<file path="src/rtl/ram_arb_pkg.sv">
`default_nettype none
// ============================================================================
// Module   : ram_arb_pkg
// Brief    : Shared types and constants for the two-master RAM arbiter.
// Revision : 1.0 - initial release
// ============================================================================
package ram_arb_pkg;

    localparam int c_ADDR_W_DEF    = 6;
    localparam int c_DATA_W_DEF    = 32;
    localparam int c_MAX_BURST_DEF = 4;

    // Read data comes back two cycles after the transfer: one cycle to
    // register the command into the RAM, one for the RAM's synchronous read.
    localparam int c_PIPE_DEPTH    = 2;

    typedef enum logic [1:0] {
        IDLE = 2'd0,
        OWN0 = 2'd1,
        OWN1 = 2'd2
    } arbState_e;

    typedef struct packed {
        logic valid;
        logic id;
    } rdTag_t;

    // Burst counter only has to reach MAX_BURST-1, but never collapses to
    // zero bits when MAX_BURST is 1.
    function automatic int burstCntWidth(input int maxBurst);
        return (maxBurst > 1) ? $clog2(maxBurst) : 1;
    endfunction

endpackage
`default_nettype wire

</file>
<file path="src/rtl/ram_arb_rdpipe.sv">
`default_nettype none
// ============================================================================
// Module   : ram_arb_rdpipe
// Brief    : Shift register of {valid,id} read tags; the last stage lines up
//            with RAM read data and is decoded into per-master strobes.
// Revision : 1.0 - initial release
// ============================================================================
module ram_arb_rdpipe
    import ram_arb_pkg::*;
(
    input  logic clka,
    input  logic rsta,
    input  logic pushValid,
    input  logic pushId,
    output logic rvalid0,
    output logic rvalid1
);

    rdTag_t r_stage [c_PIPE_DEPTH];

    // First stage captures the tag of the read transfer happening this cycle.
    always_ff @(posedge clka) begin
        if (rsta) begin
            r_stage[0] <= '0;
        end else begin
            r_stage[0].valid <= pushValid;
            r_stage[0].id    <= pushId;
        end
    end

    generate
        for (genvar gi = 1; gi < c_PIPE_DEPTH; gi++) begin : g_stage
            // Each later stage follows its predecessor; reset drops in-flight reads.
            always_ff @(posedge clka) begin
                if (rsta) begin
                    r_stage[gi] <= '0;
                end else begin
                    r_stage[gi] <= r_stage[gi-1];
                end
            end
        end
    endgenerate

    assign rvalid0 = r_stage[c_PIPE_DEPTH-1].valid & ~r_stage[c_PIPE_DEPTH-1].id;
    assign rvalid1 = r_stage[c_PIPE_DEPTH-1].valid &  r_stage[c_PIPE_DEPTH-1].id;

endmodule
`default_nettype wire

</file>
<file path="src/rtl/ram_arbiter.sv">
`default_nettype none
// ============================================================================
// Module   : ram_arbiter
// Brief    : Round-robin, burst-bounded arbiter giving two masters access to
//            a single-port synchronous RAM; tags read returns per master.
// Revision : 1.0 - initial release
// ============================================================================
module ram_arbiter
    import ram_arb_pkg::*;
#(
    parameter int ADDR_W    = c_ADDR_W_DEF,
    parameter int DATA_W    = c_DATA_W_DEF,
    parameter int MAX_BURST = c_MAX_BURST_DEF
)
(
    input  logic              clka,
    input  logic              rsta,
    input  logic              m0_req,
    input  logic              m0_we,
    input  logic [ADDR_W-1:0] m0_addr,
    input  logic [DATA_W-1:0] m0_wdata,
    output logic              m0_gnt,
    output logic              m0_rvalid,
    output logic [DATA_W-1:0] m0_rdata,
    input  logic              m1_req,
    input  logic              m1_we,
    input  logic [ADDR_W-1:0] m1_addr,
    input  logic [DATA_W-1:0] m1_wdata,
    output logic              m1_gnt,
    output logic              m1_rvalid,
    output logic [DATA_W-1:0] m1_rdata,
    output logic [ADDR_W-1:0] ram_addra,
    output logic [DATA_W-1:0] ram_dina,
    output logic              ram_wea,
    input  logic [DATA_W-1:0] ram_douta
);

    localparam int                 c_CNT_W    = burstCntWidth(MAX_BURST);
    localparam logic [c_CNT_W-1:0] c_CNT_LAST = c_CNT_W'(MAX_BURST - 1);

    arbState_e          r_state;
    logic               r_m0Gnt;
    logic               r_m1Gnt;
    logic               r_last;
    logic [c_CNT_W-1:0] r_burstCnt;

    logic [ADDR_W-1:0]  r_ramAddr;
    logic [DATA_W-1:0]  r_ramDin;
    logic               r_ramWe;

    logic               w_ownReq;
    logic               w_otherReq;
    logic               w_ownerId;
    logic               w_ownerWe;
    logic [ADDR_W-1:0]  w_ownerAddr;
    logic [DATA_W-1:0]  w_ownerData;
    arbState_e          w_otherState;
    logic               w_xfer;

    // Select the current owner's command fields and the competing request.
    always_comb begin
        w_ownReq     = 1'b0;
        w_otherReq   = 1'b0;
        w_ownerId    = 1'b0;
        w_ownerWe    = m0_we;
        w_ownerAddr  = m0_addr;
        w_ownerData  = m0_wdata;
        w_otherState = OWN1;
        case (r_state)
            OWN0: begin
                w_ownReq     = m0_req;
                w_otherReq   = m1_req;
                w_otherState = OWN1;
            end
            OWN1: begin
                w_ownReq     = m1_req;
                w_otherReq   = m0_req;
                w_ownerId    = 1'b1;
                w_ownerWe    = m1_we;
                w_ownerAddr  = m1_addr;
                w_ownerData  = m1_wdata;
                w_otherState = OWN0;
            end
            default: ;
        endcase
    end

    assign w_xfer = (r_m0Gnt & m0_req) | (r_m1Gnt & m1_req);

    // Ownership FSM with registered grants, burst counter and last-owner pointer.
    always_ff @(posedge clka) begin
        if (rsta) begin
            r_state    <= IDLE;
            r_m0Gnt    <= 1'b0;
            r_m1Gnt    <= 1'b0;
            r_last     <= 1'b1;
            r_burstCnt <= '0;
        end else begin
            case (r_state)
                IDLE: begin
                    // On a tie the master that did not own last goes first.
                    if (m0_req && (!m1_req || r_last)) begin
                        r_state <= OWN0;
                        r_m0Gnt <= 1'b1;
                    end else if (m1_req) begin
                        r_state <= OWN1;
                        r_m1Gnt <= 1'b1;
                    end
                end
                OWN0, OWN1: begin
                    if (w_ownReq) begin
                        if (r_burstCnt != c_CNT_LAST) begin
                            r_burstCnt <= r_burstCnt + 1'b1;
                        end else if (w_otherReq) begin
                            // Burst exhausted: hand over with no dead cycle.
                            r_state    <= w_otherState;
                            r_m0Gnt    <= w_ownerId;
                            r_m1Gnt    <= ~w_ownerId;
                            r_last     <= w_ownerId;
                            r_burstCnt <= '0;
                        end
                        // Otherwise the other side is idle: keep the bus, count saturated.
                    end else begin
                        r_last     <= w_ownerId;
                        r_burstCnt <= '0;
                        if (w_otherReq) begin
                            r_state <= w_otherState;
                            r_m0Gnt <= w_ownerId;
                            r_m1Gnt <= ~w_ownerId;
                        end else begin
                            r_state <= IDLE;
                            r_m0Gnt <= 1'b0;
                            r_m1Gnt <= 1'b0;
                        end
                    end
                end
                default: begin
                    r_state    <= IDLE;
                    r_m0Gnt    <= 1'b0;
                    r_m1Gnt    <= 1'b0;
                    r_burstCnt <= '0;
                end
            endcase
        end
    end

    // RAM command registers: loaded on a transfer, write enable pulses for one cycle.
    always_ff @(posedge clka) begin
        if (rsta) begin
            r_ramAddr <= '0;
            r_ramDin  <= '0;
            r_ramWe   <= 1'b0;
        end else if (w_xfer) begin
            r_ramAddr <= w_ownerAddr;
            r_ramDin  <= w_ownerData;
            r_ramWe   <= w_ownerWe;
        end else begin
            r_ramWe   <= 1'b0;
        end
    end

    ram_arb_rdpipe u_rdpipe (
        .clka      (clka),
        .rsta      (rsta),
        .pushValid (w_xfer & ~w_ownerWe),
        .pushId    (w_ownerId),
        .rvalid0   (m0_rvalid),
        .rvalid1   (m1_rvalid)
    );

    assign m0_gnt    = r_m0Gnt;
    assign m1_gnt    = r_m1Gnt;
    assign m0_rdata  = ram_douta;
    assign m1_rdata  = ram_douta;
    assign ram_addra = r_ramAddr;
    assign ram_dina  = r_ramDin;
    assign ram_wea   = r_ramWe;

endmodule
`default_nettype wire

</file>
<file path="config.mk">
export PLATFORM = sky130hd
export DESIGN_NAME = ram_arbiter
export DESIGN_NICKNAME = d
export VERILOG_FILES = /design/src/rtl/ram_arb_pkg.sv /design/src/rtl/ram_arb_rdpipe.sv /design/src/rtl/ram_arbiter.sv
export SDC_FILE = /design/constraint.sdc
export NUM_CORES = 1
export LEC_CHECK = 0
export CAP_MARGIN = 20
export CELL_PAD_IN_SITES_DETAIL_PLACEMENT = 1
export CELL_PAD_IN_SITES_GLOBAL_PLACEMENT = 1
export CORE_ASPECT_RATIO = 1.75
export CORE_MARGIN = 3
export CORE_UTILIZATION = 25
export CTS_CLUSTER_DIAMETER = 40
export DETAILED_ROUTE_END_ITERATION = 10
export GPL_ROUTABILITY_DRIVEN = 0
export GPL_TIMING_DRIVEN = 0
export PLACE_DENSITY = 0.89
export SKIP_CTS_REPAIR_TIMING = 1
export SYNTH_ARGS = -nofsm -noshare
export SYNTH_HDL_FRONTEND = slang
export SYNTH_SLANG_ARGS = --single-unit
</file>
<file path="constraint.sdc">
create_clock -name clka -period 3.3 [get_ports clka]
set_clock_uncertainty 0.1 [all_clocks]
set_input_delay 0.66 -clock clka [delete_from_list [all_inputs] [get_ports clka]]
set_output_delay 0.66 -clock clka [all_outputs]
set_load 0.1 [all_outputs]
</file>
==> qor.yml <==
fin_cells: 644
final_max_slew_viol_count: 0
fin_util_pct: 45.3
ir_worst_vdd_mv: 0.324
wl_per_cell_um: 16.3
clockRootBuffer: "clkbuf_16"
grt_pass1_vias: 3258
syn_inst: 317
rsz0062_at_grt: "no"
cts_max_level: 2
synth_top_area_cell: "dfxtp_1"
track_usage_pct: 15.7
r2r_slack_ns: 1.29
synthTopCellsByArea: "dfxtp_1 34%, buf_4 17%, mux2i_1 14%"
setup.worst_path.class: "reg2out"
fin_ws_ns: 0.647
routed_via_density: 4.62
async_flop_share_pct: 0
dp_cells: 636
cts_buffer_depth: 2
first_iter_violations: 36
drive_gt1_share_pct: 17.8
status: "completed"
tightest_slew_ns: 1.01
post-route-period-util_pct: 80.4
ys_warn_count: 0
cts_sinks: 50
yosys_register_bits: 50
grt_max_degree: 16
syn_avg_cell_area_sq_um: 9.20
start_util_pct: 25.8
hold_path_end: "u_rdpipe.r_stage[1][0]"
ff2ff_path_depth: 7
fillers: 1301
num_rows: 51
grt_first_pass_wirelength_um: 16200
maxSlewHeadroom_pct: 32.4
diodes: 0
hold_path.class: "reg2reg"
vias: 2976
numCtsBuffers: 5
seqCellArea_sq_mm: 0.00100
max_cap_violations: 0
grt.overflow.total: 0
cts_tree: "done"
hpwl_um: 8760
finalSetupViolCount: 0
fmax_mhz: 377
yosys_most_used_dff: "dfxtp_1"
fin_nets: 630
period_needed_ns: 2.65
r2r_end: "r_last"
core_area_sq_mm: 0.0113
ant_nets: 0
syn_nets: 436
syn_area_sq_mm: 0.00292
dieArea_sq_mm: 0.0130
synth_edf_count: 0
min_from: "u_rdpipe.r_stage[0][0]"
die_h_um: 149
ios: 221
required_ns: 2.54
die_w_um: 87.6
wirelength_um: 10500
insertion_delay_ns: 0.29
synth_top_area_share_pct: 34.3
remaining_drc_errors: 0
reg2reg_from: "r_state[0]"
leakage_uw: 0.00198
whs_path_depth: 1
arrival_ns: 1.89
dp_slack_ns: 0.666
cp_max_fo: 2
timing_hold_violations_final: 0
end_kind: "output port"
synth_cell_types: 42
tns_ns: 0
ys_seq_area_share_pct: 34.3
p_per_area_mw_per_mm2: 729
start_kind: "flip-flop"
area_growth_pct: 75.5
antenna_found_initial: 0
dr.pass1.iters: 4
portBuffers: 187
multi_input_area_sq_mm: 0.00127
clk_pin_slew_ns: 0.07
-- worst max-delay path by stage --
stage                                start           to  slack (ns)  depth (start not counted)
global placement              ram_douta[4]  m1_rdata[4]        0.68                          2
floorplan           u_rdpipe.r_stage[1][1]    m0_rvalid        0.89                          1
finish              u_rdpipe.r_stage[1][1]    m0_rvalid        0.65                          2
CTS                 u_rdpipe.r_stage[1][1]    m0_rvalid        0.61                          2
detailed placement            ram_douta[2]  m1_rdata[2]        0.67                          2
global route        u_rdpipe.r_stage[1][1]    m0_rvalid        0.54                          2
-- state kept, by name, indices dropped and copies added, names as in the netlist --
signal            cells
r_state               2
ram_addra             6
r_last                1
ram_dina             32
r_burstCnt            2
m0_gnt                1
m1_gnt                1
u_rdpipe.r_stage      4
ram_wea               1
-- report_power, final --
part / internal (uW) / switching (uW) / leakage [uW]
clock: 358 / 227 / 0.0000771
combinational: 664 / 1670 / 0.00150
sequential: 742 / 76.0 / 0.000411
-- layer usage --
metal  vias up  track usage [%]  routed length [um]  part of all wire (%)
li1       1428                -                   -                     -
met1      1395             15.7                3540                    34
met2       148             31.5                6010                    57
met3         5             3.48                 814                   7.8
met4         0             3.46                  97                  0.93
met5         -                0                   0                     0
-- per-stage QoR --
step | hold WS (ns) | power, uW | cell area, sq um
floorplan | 0.314 | 2580 | 2920
global placement | 0.330 | 3120 | 4950
detailed placement | 0.332 | 3180 | 4950
CTS | 0.349 | 3780 | 5120
global route | 0.353 | 3910 | 5120
finish | 0.345 | 3730 | 5120
-- cell type report --
cell class | count | area share (%)
Clock inverter | 2 | 0.733
Clock buffer | 6 | 2.52
Timing Repair Buffer | 187 | 36.6
Inverter | 2 | 0.147
Multi-Input combinational cell | 179 | 24.8
Buffer | 86 | 12.5
Tap cell | 132 | 3.23
Sequential cell | 50 | 19.6
-- synthesized netlist by cell type (2+ instances only) --
cell type and count:
buf_4 67, dfxtp_1 50, nor2_1 42, mux2i_1 40, a211oi_1 38, buf_6 7
nand2_1 7, nor2b_1 7, ha_1 5, buf_2 4, clkbuf_1 4, nand2b_1 4
o21ai_0 4, a21o_1 2, a21oi_1 2, buf_1 2, clkbuf_4 2, inv_1 2
nand3_1 2, nor3_1 2, nor3b_1 2, o31ai_1 2
-- critical path, cell delays in order (launching register included) --
cell and delay (ns):
dfxtp_1 0.32, nor2b_1 0.13, clkdlybuf4s50_1 1.15
-- placed cells by master, fill, tap and decap left out, types with 2 or more instances in the layout --
cell type | synthesis | final
nand2_1 | 7 | 7
buf_4 | 67 | 67
ha_1 | 5 | 5
clkdlybuf4s50_1 | 0 | 187
dfxtp_1 | 50 | 50
nor2b_1 | 7 | 7
clkbuf_1 | 4 | 5
nand3_1 | 2 | 2
o31ai_1 | 2 | 2
nor2_1 | 42 | 42
clkbuf_16 | 0 | 5
nor3_1 | 2 | 2
nor3b_1 | 2 | 2
mux2i_1 | 40 | 40
a211oi_1 | 38 | 38
clkbuf_4 | 2 | 2
a21o_1 | 2 | 2
a21oi_1 | 2 | 2
inv_1 | 2 | 2
nand2b_1 | 4 | 4
buf_6 | 7 | 7
o21ai_0 | 4 | 4
buf_1 | 2 | 2
buf_2 | 4 | 4
-- cells by family after synthesis --
family          Yosys count  synth area share, %
compound gates           60                 15.4
simple gates             73                 11.9
mux                      41                 14.1
flops                    50                 34.3
buf+inv                  88                 22.2
fa+ha+maj                 5                 2.15
No activity file was read; power rests on OpenSTA's default activity.
